$ cat src/rtl/mem_access_stage.sv
`default_nettype none
// mem_access_stage: load/store unit between execute and writeback, 3-state FSM (IDLE/REQ/WAIT).
// Optional misaligned-access trap enabled by defining LSU_MISALIGN_TRAP_EN.
module mem_access_stage #(
    parameter int DATA_WIDTH = 32
) (
    input  logic                  clk,
    input  logic                  rst_n,
    input  logic                  ex_valid,
    output logic                  ex_ready,
    input  logic [DATA_WIDTH-1:0] ex_addr,
    input  logic [DATA_WIDTH-1:0] ex_wdata,
    input  logic [2:0]            ex_funct3,
    input  logic                  ex_load,
    input  logic                  ex_store,
    input  logic                  ex_regwrite,
    input  logic [4:0]            ex_rd,
    output logic                  dmem_req,
    output logic                  dmem_we,
    output logic [DATA_WIDTH-1:0] dmem_addr,
    output logic [3:0]            dmem_be,
    output logic [DATA_WIDTH-1:0] dmem_wdata,
    input  logic                  dmem_gnt,
    input  logic                  dmem_rvalid,
    input  logic [DATA_WIDTH-1:0] dmem_rdata,
    output logic                  wb_valid,
    output logic                  wb_regwrite,
    output logic [4:0]            wb_rd,
    output logic [DATA_WIDTH-1:0] wb_data,
    output logic                  misalign
);

`ifdef LSU_MISALIGN_TRAP_EN
    localparam logic TRAP_EN = 1'b1;
`else
    localparam logic TRAP_EN = 1'b0;
`endif

    typedef enum logic [1:0] {
        IDLE = 2'd0,
        REQ  = 2'd1,
        WAIT = 2'd2
    } state_t;

    state_t                state;
    logic                  misalign_q;
    logic                  pend_store;
    logic                  pend_regwrite;
    logic [4:0]            pend_rd;
    logic [2:0]            ld_funct3;
    logic [1:0]            ld_off;

    logic                  mem_op;
    logic                  misaligned;
    logic                  trap;
    logic [1:0]            lane_off;
    logic [3:0]            lane_be;
    logic [DATA_WIDTH-1:0] lane_wdata;
    logic [7:0]            load_byte;
    logic [15:0]           load_half;
    logic [DATA_WIDTH-1:0] load_ext;

    assign mem_op   = ex_load | ex_store;
    assign trap     = TRAP_EN & misaligned;
    assign misalign = TRAP_EN ? misalign_q : 1'b0;

    // Without the trap, offending low address bits are forced to zero here.
    always_comb begin
        misaligned = 1'b0;
        lane_off   = 2'b00;
        lane_be    = 4'b1111;
        lane_wdata = ex_wdata;
        case (ex_funct3[1:0])
            2'b00: begin
                lane_off   = ex_addr[1:0];
                lane_be    = 4'b0001 << lane_off;
                lane_wdata = {(DATA_WIDTH/8){ex_wdata[7:0]}};
            end
            2'b01: begin
                misaligned = ex_addr[0];
                lane_off   = {ex_addr[1], 1'b0};
                lane_be    = 4'b0011 << lane_off;
                lane_wdata = {(DATA_WIDTH/16){ex_wdata[15:0]}};
            end
            default: begin
                misaligned = |ex_addr[1:0];
                lane_off   = 2'b00;
                lane_be    = 4'b1111;
                lane_wdata = ex_wdata;
            end
        endcase
    end

    always_comb begin
        load_byte = dmem_rdata[{ld_off, 3'b000} +: 8];
        load_half = dmem_rdata[{ld_off[1], 4'b0000} +: 16];
        case (ld_funct3)
            3'b000:  load_ext = {{(DATA_WIDTH-8){load_byte[7]}}, load_byte};
            3'b001:  load_ext = {{(DATA_WIDTH-16){load_half[15]}}, load_half};
            3'b100:  load_ext = {{(DATA_WIDTH-8){1'b0}}, load_byte};
            3'b101:  load_ext = {{(DATA_WIDTH-16){1'b0}}, load_half};
            default: load_ext = dmem_rdata;
        endcase
    end

    always_ff @(posedge clk) begin
        if (!rst_n) begin
            state         <= IDLE;
            ex_ready      <= 1'b1;
            dmem_req      <= 1'b0;
            dmem_we       <= 1'b0;
            dmem_addr     <= '0;
            dmem_be       <= 4'b0000;
            dmem_wdata    <= '0;
            wb_valid      <= 1'b0;
            wb_regwrite   <= 1'b0;
            wb_rd         <= 5'd0;
            wb_data       <= '0;
            misalign_q    <= 1'b0;
            pend_store    <= 1'b0;
            pend_regwrite <= 1'b0;
            pend_rd       <= 5'd0;
            ld_funct3     <= 3'b000;
            ld_off        <= 2'b00;
        end else begin
            wb_valid <= 1'b0;
            case (state)
                IDLE: begin
                    if (ex_valid) begin
                        if (!mem_op) begin
                            wb_valid    <= 1'b1;
                            wb_regwrite <= ex_regwrite;
                            wb_rd       <= ex_rd;
                            wb_data     <= ex_addr;
                            misalign_q  <= 1'b0;
                        end else if (trap) begin
                            wb_valid    <= 1'b1;
                            wb_regwrite <= 1'b0;
                            wb_rd       <= ex_rd;
                            wb_data     <= ex_addr;
                            misalign_q  <= 1'b1;
                        end else begin
                            // A set ex_load wins over ex_store.
                            dmem_req      <= 1'b1;
                            dmem_we       <= ~ex_load;
                            dmem_addr     <= {ex_addr[DATA_WIDTH-1:2], 2'b00};
                            dmem_be       <= lane_be;
                            dmem_wdata    <= ex_load ? '0 : lane_wdata;
                            pend_store    <= ~ex_load;
                            pend_regwrite <= ex_regwrite;
                            pend_rd       <= ex_rd;
                            ld_funct3     <= ex_funct3;
                            ld_off        <= lane_off;
                            ex_ready      <= 1'b0;
                            state         <= REQ;
                        end
                    end
                end
                REQ: begin
                    if (dmem_gnt) begin
                        dmem_req <= 1'b0;
                        dmem_we  <= 1'b0;
                        if (pend_store) begin
                            wb_valid    <= 1'b1;
                            wb_regwrite <= 1'b0;
                            wb_rd       <= pend_rd;
                            wb_data     <= '0;
                            misalign_q  <= 1'b0;
                            ex_ready    <= 1'b1;
                            state       <= IDLE;
                        end else begin
                            state <= WAIT;
                        end
                    end
                end
                WAIT: begin
                    if (dmem_rvalid) begin
                        wb_valid    <= 1'b1;
                        wb_regwrite <= pend_regwrite;
                        wb_rd       <= pend_rd;
                        wb_data     <= load_ext;
                        misalign_q  <= 1'b0;
                        ex_ready    <= 1'b1;
                        state       <= IDLE;
                    end
                end
                default: begin
                    ex_ready <= 1'b1;
                    state    <= IDLE;
                end
            endcase
        end
    end

endmodule
`default_nettype wire

$ cat config.mk
export PLATFORM = sky130hd
export DESIGN_NAME = mem_access_stage
export DESIGN_NICKNAME = d
export VERILOG_FILES = /design/src/rtl/mem_access_stage.sv
export SDC_FILE = /design/constraint.sdc
export NUM_CORES = 1
export LEC_CHECK = 0
export BUFFER_PORTS_ARGS = -buffer_cell sky130_fd_sc_hd__clkbuf_2
export CAP_MARGIN = 20
export CORE_MARGIN = 2
export CORE_UTILIZATION = 50
export DETAILED_ROUTE_END_ITERATION = 10
export PLACE_DENSITY = 0.82
export SLEW_MARGIN = 10
export SYNTH_ARGS = -nofsm -noshare
export SYNTH_HDL_FRONTEND = slang
export SYNTH_SLANG_ARGS = --single-unit
$ cat constraint.sdc
create_clock -name clk -period 5.35 [get_ports clk]
set_clock_uncertainty 0.1 [all_clocks]
set_input_delay 0.2675 -clock clk [delete_from_list [all_inputs] [get_ports clk]]
set_output_delay 0.2675 -clock clk [all_outputs]
set_load 0.02 [all_outputs]
==> impl_metrics.csv, run 1 <==
group,metric,value,unit
yosys,synthTopCellsByArea,"dfxtp_1, a21oi_1, nand2_1",
timing,final_max_slew_viol_count,0,
clocking,clk_latency,0.52,ns
clocking,cts-htree-levels,4,
run_status,status,"completed",
yosys,ys_ff_latch,122,
yosys,syn_area,5610,sq um
timing,max_slew.worst_pin.slew,1.07,ns
yosys,synth.distinct_cells,44,
setup_path,r2r-start,"state[0]",
clocking,numCtsBuffers,17,
global_route,globalRouteOverflowTotal,0,
floorplan,num_rows,38,
global_route,grt_max_degree,97,
setup_path,crit_fanout,51,
clocking,cts_sinks,122,
setup_path,cpMaxStageDelayCell,"nor2_4",
floorplan,ios,223,
yosys,synth_top_area_share,43.6,%
clocking,ctsResizeCount,0,
drt,wl,19800,um
drt,num_vias,6386,
cells_and_area,diodes,0,
global_route,grt_pass1_vias,5946,
global_route,antenna_found_initial,0,
setup_path,required,5.70,ns
setup_path,startpoint,"state[0]",
clocking,clockBufferDepth,2,
drt,drt_iter0_markers,598,
setup_path,worstPathCellList,"inv_1, ha_1, mux2i_1, nor2_4, o21ai_0, a21oi_1",
clocking,clk_pin_slew,0.06,ns
timing,period_share,59.1,%
floorplan,core_area,10900,sq um
yosys,yosys_warnings,0,
yosys,async_reset_ff_share,0,%
timing,max_freq,0.316,GHz
place,numPortBuffers,219,
global_route,grt_usage,32.1,%
setup_path,max_stage_delay,0.87,ns
timing,fin_tns_setup,0,ns
cells_and_area,final.fill_count,809,
drt,drtAntennaViolNets,0,
pwr,p_leak,3.40,nW
cells_and_area,multi_input_area,2880,sq um
timing,finalSetupViolCount,0,
floorplan,start_util,51.5,%
run,max-cap-violations,0,
cells_and_area,nets,1055,
place,globalplace.congestion,0.944,
setup_path,critPathKind,"reg -> reg",
pwr,vdd_ir_drop_max,0.245,mV
yosys,synth.avg_cell_area,8.04,sq um
timing,slew_headroom,28.4,%
cells_and_area,drive_above_1_share,28.9,%
worst_hold_path,hp-class,"in -> reg",
timing,final_hold_viol_count,0,
floorplan,die_area,12100,sq um
timing,rsz0062_at_grt,"false",
cells_and_area,area_delta_synth_final,40.5,%
yosys,ys.flop_type,"dfxtp_1",
yosys,synth_top_area_cell,"dfxtp_1",
drt,drtPass1Iterations,7,
setup_path,endpoint_kind,"flip-flop",
clocking,cts-root-buf,"clkbuf_8",
global_route,grt_pass1_wl,29500,um
floorplan,die_width,110,um
setup_path,critPathArrivalTime,3.51,ns
cells_and_area,register_area,2440,sq um
pwr,p_total,3.00,mW
yosys,synth-edff-count,0,
place,hpwl,12400,um
setup_path,worst_setup_path_start_kind,"flip-flop",
yosys,ys_seq_area_share,43.6,%
yosys,synthCells,697,
drt,drc,0,
floorplan,die_height,110,um
drt,wl_per_cell,18.2,um
worst_hold_path,hp-start,"ex_wdata[24]",
clocking,post_cts_buffers,0,
clocking,cts_tree,"yes",
yosys,netlist_top_cells_count,"dfxtp_1, nand2_1, a21oi_1",
drt,drt-vias-per-instance,5.85,
pwr,p_per_area,381,nW/um^2
timing,min_period,3.16,ns
[through the flow]
step	util [%]	area, sq um	instances	hold WS (ns)	setup WS, ns
after floorplan	-	5610	699	0.303	3.29
after global placement	61.0	6640	999	0.339	2.35
after detailed placement	61.0	6640	999	0.343	2.30
after CTS	71.9	7830	1090	0.000502	2.24
after global routing	72.3	7880	1092	0.0333	1.95
final	72.3	7880	1092	0.0230	2.19
[logic make-up (layout without fill, tap and decap cells)]
family          Yosys count  in the layout  share of synthesized area (%)
compound gates          213            213                           21.7
simple gates            247            247                           19.0
buf+inv                  70            323                           5.51
fa+ha+maj                 4              4                          0.893
other cells               1              3                         0.0669
flops                   122            122                           43.6
mux                      40             40                           9.17
[repair_timing]
action / 4_1_cts / 5_1_grt
endpoints found under the setup margin: 0 / 0
hold endpoints to repair: 76 / 0
hold buffers: 59 / 0
[where the power goes]
| group | internal (mW) | switching, mW | leakage (nW) |
|---|---|---|---|
| combinational | 0.272 | 0.511 | 2.11 |
| sequential | 1.01 | 0.0643 | 0.995 |
| clock | 0.755 | 0.389 | 0.299 |
| total | 2.04 | 0.964 | 3.40 |
[path summary, 6_finish.rpt]
check | endpoint | slack [ns] | depth (start not counted)
worst min-delay path | dmem_wdata[24] | 0.02 | 5
worst max register to register | wb_data[11] | 2.19 | 6
worst max-delay path | wb_data[11] | 2.19 | 6
worst min register to register | pend_regwrite | 0.35 | 2
[worst max-delay path, delay by kind of cell, from the launching register on]
family / cells / cell delay (ns)
AO/OA/AOI/OAI: 2 / 0.50
adder cells (fa/ha/maj): 1 / 0.86
buffers and inverters: 1 / 0.09
flip-flops: 1 / 0.38
multiplexers: 1 / 0.28
AND/OR/NAND/NOR: 1 / 0.87
[cells in the final DEF, fill, tap and decap left out, drive strengths merged, types with 2 or more instances in the layout]
| cell type | instances |
|---|---|
| nor3b | 8 |
| o22ai | 8 |
| o21ai | 47 |
| nor3 | 10 |
| a21oi | 99 |
| nor2b | 2 |
| buf | 5 |
| inv | 8 |
| dlygate4sd3 | 59 |
| nand3 | 30 |
| nor2 | 63 |
| o211ai | 4 |
| a211oi | 7 |
| mux2i | 24 |
| a31oi | 18 |
| conb | 3 |
| mux2 | 8 |
| nand2b | 6 |
| nand2 | 122 |
| clkbuf | 243 |
| clkinv | 5 |
| o2111ai | 7 |
| dfxtp | 122 |
| mux4 | 8 |
| ha | 4 |
| a22oi | 16 |
| bufinv | 3 |
| a32oi | 2 |
[final cells by class]
cell class,instances,area share [%]
clock buffer,24,6.10
clock inverter,8,1.46
inverter,8,0.381
multi-input combinational,507,36.5
sequential,122,31.0
tap,140,2.22
timing repair buffer,283,22.3
[per-layer routing]
metal / vias up / routed length, um / global-route usage [%] / share of wire (%)
li1: 2944 / - / - / -
met1: 2945 / 7380 / 35.8 / 37
met2: 425 / 9590 / 55.5 / 48
met3: 72 / 2040 / 9.19 / 10
met4: 0 / 831 / 16.5 / 4.2
met5: - / 0 / 0 / 0
[sequential cells by signal, summed over array words and instances (netlist names)]
register       flops
dmem_we            1
state              2
dmem_wdata        32
ld_funct3          3
pend_rd            5
wb_data           32
dmem_req           1
pend_regwrite      1
dmem_be            4
ld_off             2
pend_store         1
ex_ready           1
wb_valid           1
wb_rd              5
dmem_addr         30
wb_regwrite        1
Note: power is estimated with default switching activity, not from simulation.
==> inputs of run 2 (changes only) <==
--- a/config.mk
+++ b/config.mk
@@ -8,9 +8,9 @@
 export BUFFER_PORTS_ARGS = -buffer_cell sky130_fd_sc_hd__clkbuf_2
 export CAP_MARGIN = 20
 export CORE_MARGIN = 2
-export CORE_UTILIZATION = 50
+export CORE_UTILIZATION = 44
 export DETAILED_ROUTE_END_ITERATION = 10
-export PLACE_DENSITY = 0.82
+export PLACE_DENSITY = 0.76
 export SLEW_MARGIN = 10
 export SYNTH_ARGS = -nofsm -noshare
 export SYNTH_HDL_FRONTEND = slang
==> constraint.sdc (replaced) <==
create_clock -name clk -period 2.6 [get_ports clk]
set_clock_uncertainty 0.1 [all_clocks]
set_input_delay 0.13 -clock clk [delete_from_list [all_inputs] [get_ports clk]]
set_output_delay 0.13 -clock clk [all_outputs]
set_load 0.02 [all_outputs]
==> run 2 against run 1 <==
Flip-flop and latch count did not move. Power rose by 110%. Sequential power rose by 110%. Critical path type unchanged.
==> impl_metrics.csv, run 2 (synthesized netlist as in run 1, its figures left out) <==
group,metric,value,unit
setup_path,required,2.81,ns
cells_and_area,multi_input_area,2880,sq um
cells_and_area,diodes,0,
timing,rsz0062_at_grt,"false",
clocking,post_cts_buffers,0,
cells_and_area,final_cell_mix,"clkbuf_2, nand2_1, dfxtp_1",
drt,drtAntennaViolNets,0,
run,max-cap-violations,0,
floorplan,die_height,117,um
place,numPortBuffers,219,
pwr,power_frac_clock,37.4,%
pwr,swShare,32.6,%
floorplan,start_util,44.8,%
drt,drc,0,
cells_and_area,area_delta_synth_final,45.1,%
cells_and_area,drive_above_1_share,30.0,%
timing,fin_tns_setup,0,ns
pwr,switching_power,2.01,mW
timing,final_hold_viol_count,0,
cells_and_area,final.fill_count,1004,
setup_path,critPathArrivalTime,2.44,ns
floorplan,num_rows,41,
worst_hold_path,min_to,"dmem_wdata[10]",
global_route,grt_max_degree,54,
run_status,status,"completed",
clocking,cts-htree-levels,4,
cells_and_area,layout_commonest_cell,"clkbuf_2",
pwr,p_per_area,760,nW/um^2
setup_path,regToRegEndpoint,"wb_rd[1]",
setup_path,crit_fanout,51,
setup_path,critPathKind,"reg -> reg",
pwr,p_int,4.17,mW
pwr,p_total,6.18,mW
worst_hold_path,hp-start,"ex_wdata[10]",
setup_path,worst_setup_path_start_kind,"flip-flop",
clocking,clk_latency,0.41,ns
floorplan,die_width,117,um
global_route,grt_pass1_wl,29800,um
clocking,cts-root-buf,"clkbuf_16",
setup_path,rr_worst_depth,9,
cells_and_area,largestRegisters,"dmem_wdata (32), wb_data (32), dmem_addr (30)",
place,hpwl,13100,um
global_route,antenna_found_initial,0,
worst_hold_path,hp-class,"in -> reg",
global_route,grt_usage,28.4,%
pwr,seqPwrFrac,35.6,%
timing,max_freq,0.448,GHz
setup_path,endpoint_kind,"flip-flop",
clocking,numCtsBuffers,17,
clocking,clk_pin_slew,0.05,ns
drt,drtPass1Iterations,6,
clocking,ctsResizeCount,0,
pwr,vdd_ir_drop_max,0.287,mV
clocking,cts_sinks,122,
floorplan,core_area,12500,sq um
timing,max_slew.worst_pin.slew,0.767,ns
timing,finalSetupViolCount,0,
cells_and_area,nets,1083,
drt,drt-vias-per-instance,5.52,
floorplan,die_area,13700,sq um
pwr,p_leak,3.52,nW
clocking,cts_tree,"yes",
drt,wl_per_cell,17.4,um
timing,min_period,2.23,ns
cells_and_area,register_area,2440,sq um
place,globalplace.congestion,0.972,
clocking,clockBufferDepth,2,
drt,num_vias,6353,
worst_hold_path,hold_depth,4,
drt,drt_iter0_markers,506,
timing,period_share,85.8,%
setup_path,reg2reg_setup_slack,0.37,ns
setup_path,r2r-start,"state[1]",
drt,wl,20000,um
timing,final_max_slew_viol_count,0,
global_route,grt_pass1_vias,5878,
pwr,pwr-share-comb,27.0,%
global_route,globalRouteOverflowTotal,0,
timing,slew_headroom,48.7,%
floorplan,ios,223,
-- run 2: worst max path at each step --
stage / from / endpoint / cells after the start
2_1_floorplan: state[0] / wb_data[11] / 10
3_3_place_gp: state[0] / wb_data[26] / 7
3_5_place_dp: state[0] / wb_data[16] / 7
4_1_cts: state[0] / wb_data[19] / 7
5_1_grt: state[0] / wb_data[29] / 9
6_report: state[1] / wb_rd[1] / 9
-- run 2: layer usage --
layer  wire, um  GRT usage, %  part of all wire, %  vias to the layer above
met1       7710          32.4                   39                     2946
met4        777          14.9                  3.9                        0
met5          0             0                    0                        -
li1           -             -                    -                     2991
met3       2030          8.14                   10                       54
met2       9490          48.3                   47                      362
-- run 2: layout make-up --
type	count	share of cell area [%]
clock buffer	25	6.46
timing repair buffer	311	24.4
sequential	122	30.0
clock inverter	6	0.738
tap	172	2.65
inverter	8	0.384
multi-input combinational	507	35.4
-- run 2: critical path, cell delays in order (launching register included) --
cell and delay [ns]:
dfxtp_1 0.38, inv_1 0.08, ha_1 0.24, nor2b_1 0.16, nand4b_1 0.23, buf_4 0.20
nor2_4 0.12, buf_12 0.23, nor2_1 0.09, a211oi_1 0.27
-- run 2: repair_timing --
| item | in CTS | in global routing |
|---|---|---|
| hold endpoints to repair | 82 | 0 |
| endpoints found under the setup margin | 0 | 0 |
| hold buffers | 69 | 0 |
-- run 2: per-stage QoR --
step,cell area (sq um),std cells,utilization [%],hold slack [ns],setup WS [ns]
after global routing,8140,1151,65.0,0.0322,0.189
after detailed placement,6860,1051,54.8,0.275,0.406
final,8140,1151,65.0,0.0139,0.370
after floorplan,5610,699,-,0.166,0.539
after global placement,6860,1051,54.8,0.273,0.476
after CTS,8140,1151,65.0,0.0000372,0.383
-- run 2: power by group through the flow --
stage	Combinational (mW)	Clock (mW)	Sequential [mW]
2_1_floorplan	0.796	0	2.43
3_3_place_gp	1.54	0	2.23
3_5_place_dp	1.55	0	2.23
4_1_cts	1.64	2.34	2.19
5_1_grt	1.81	2.41	2.22
6_report	1.67	2.31	2.20
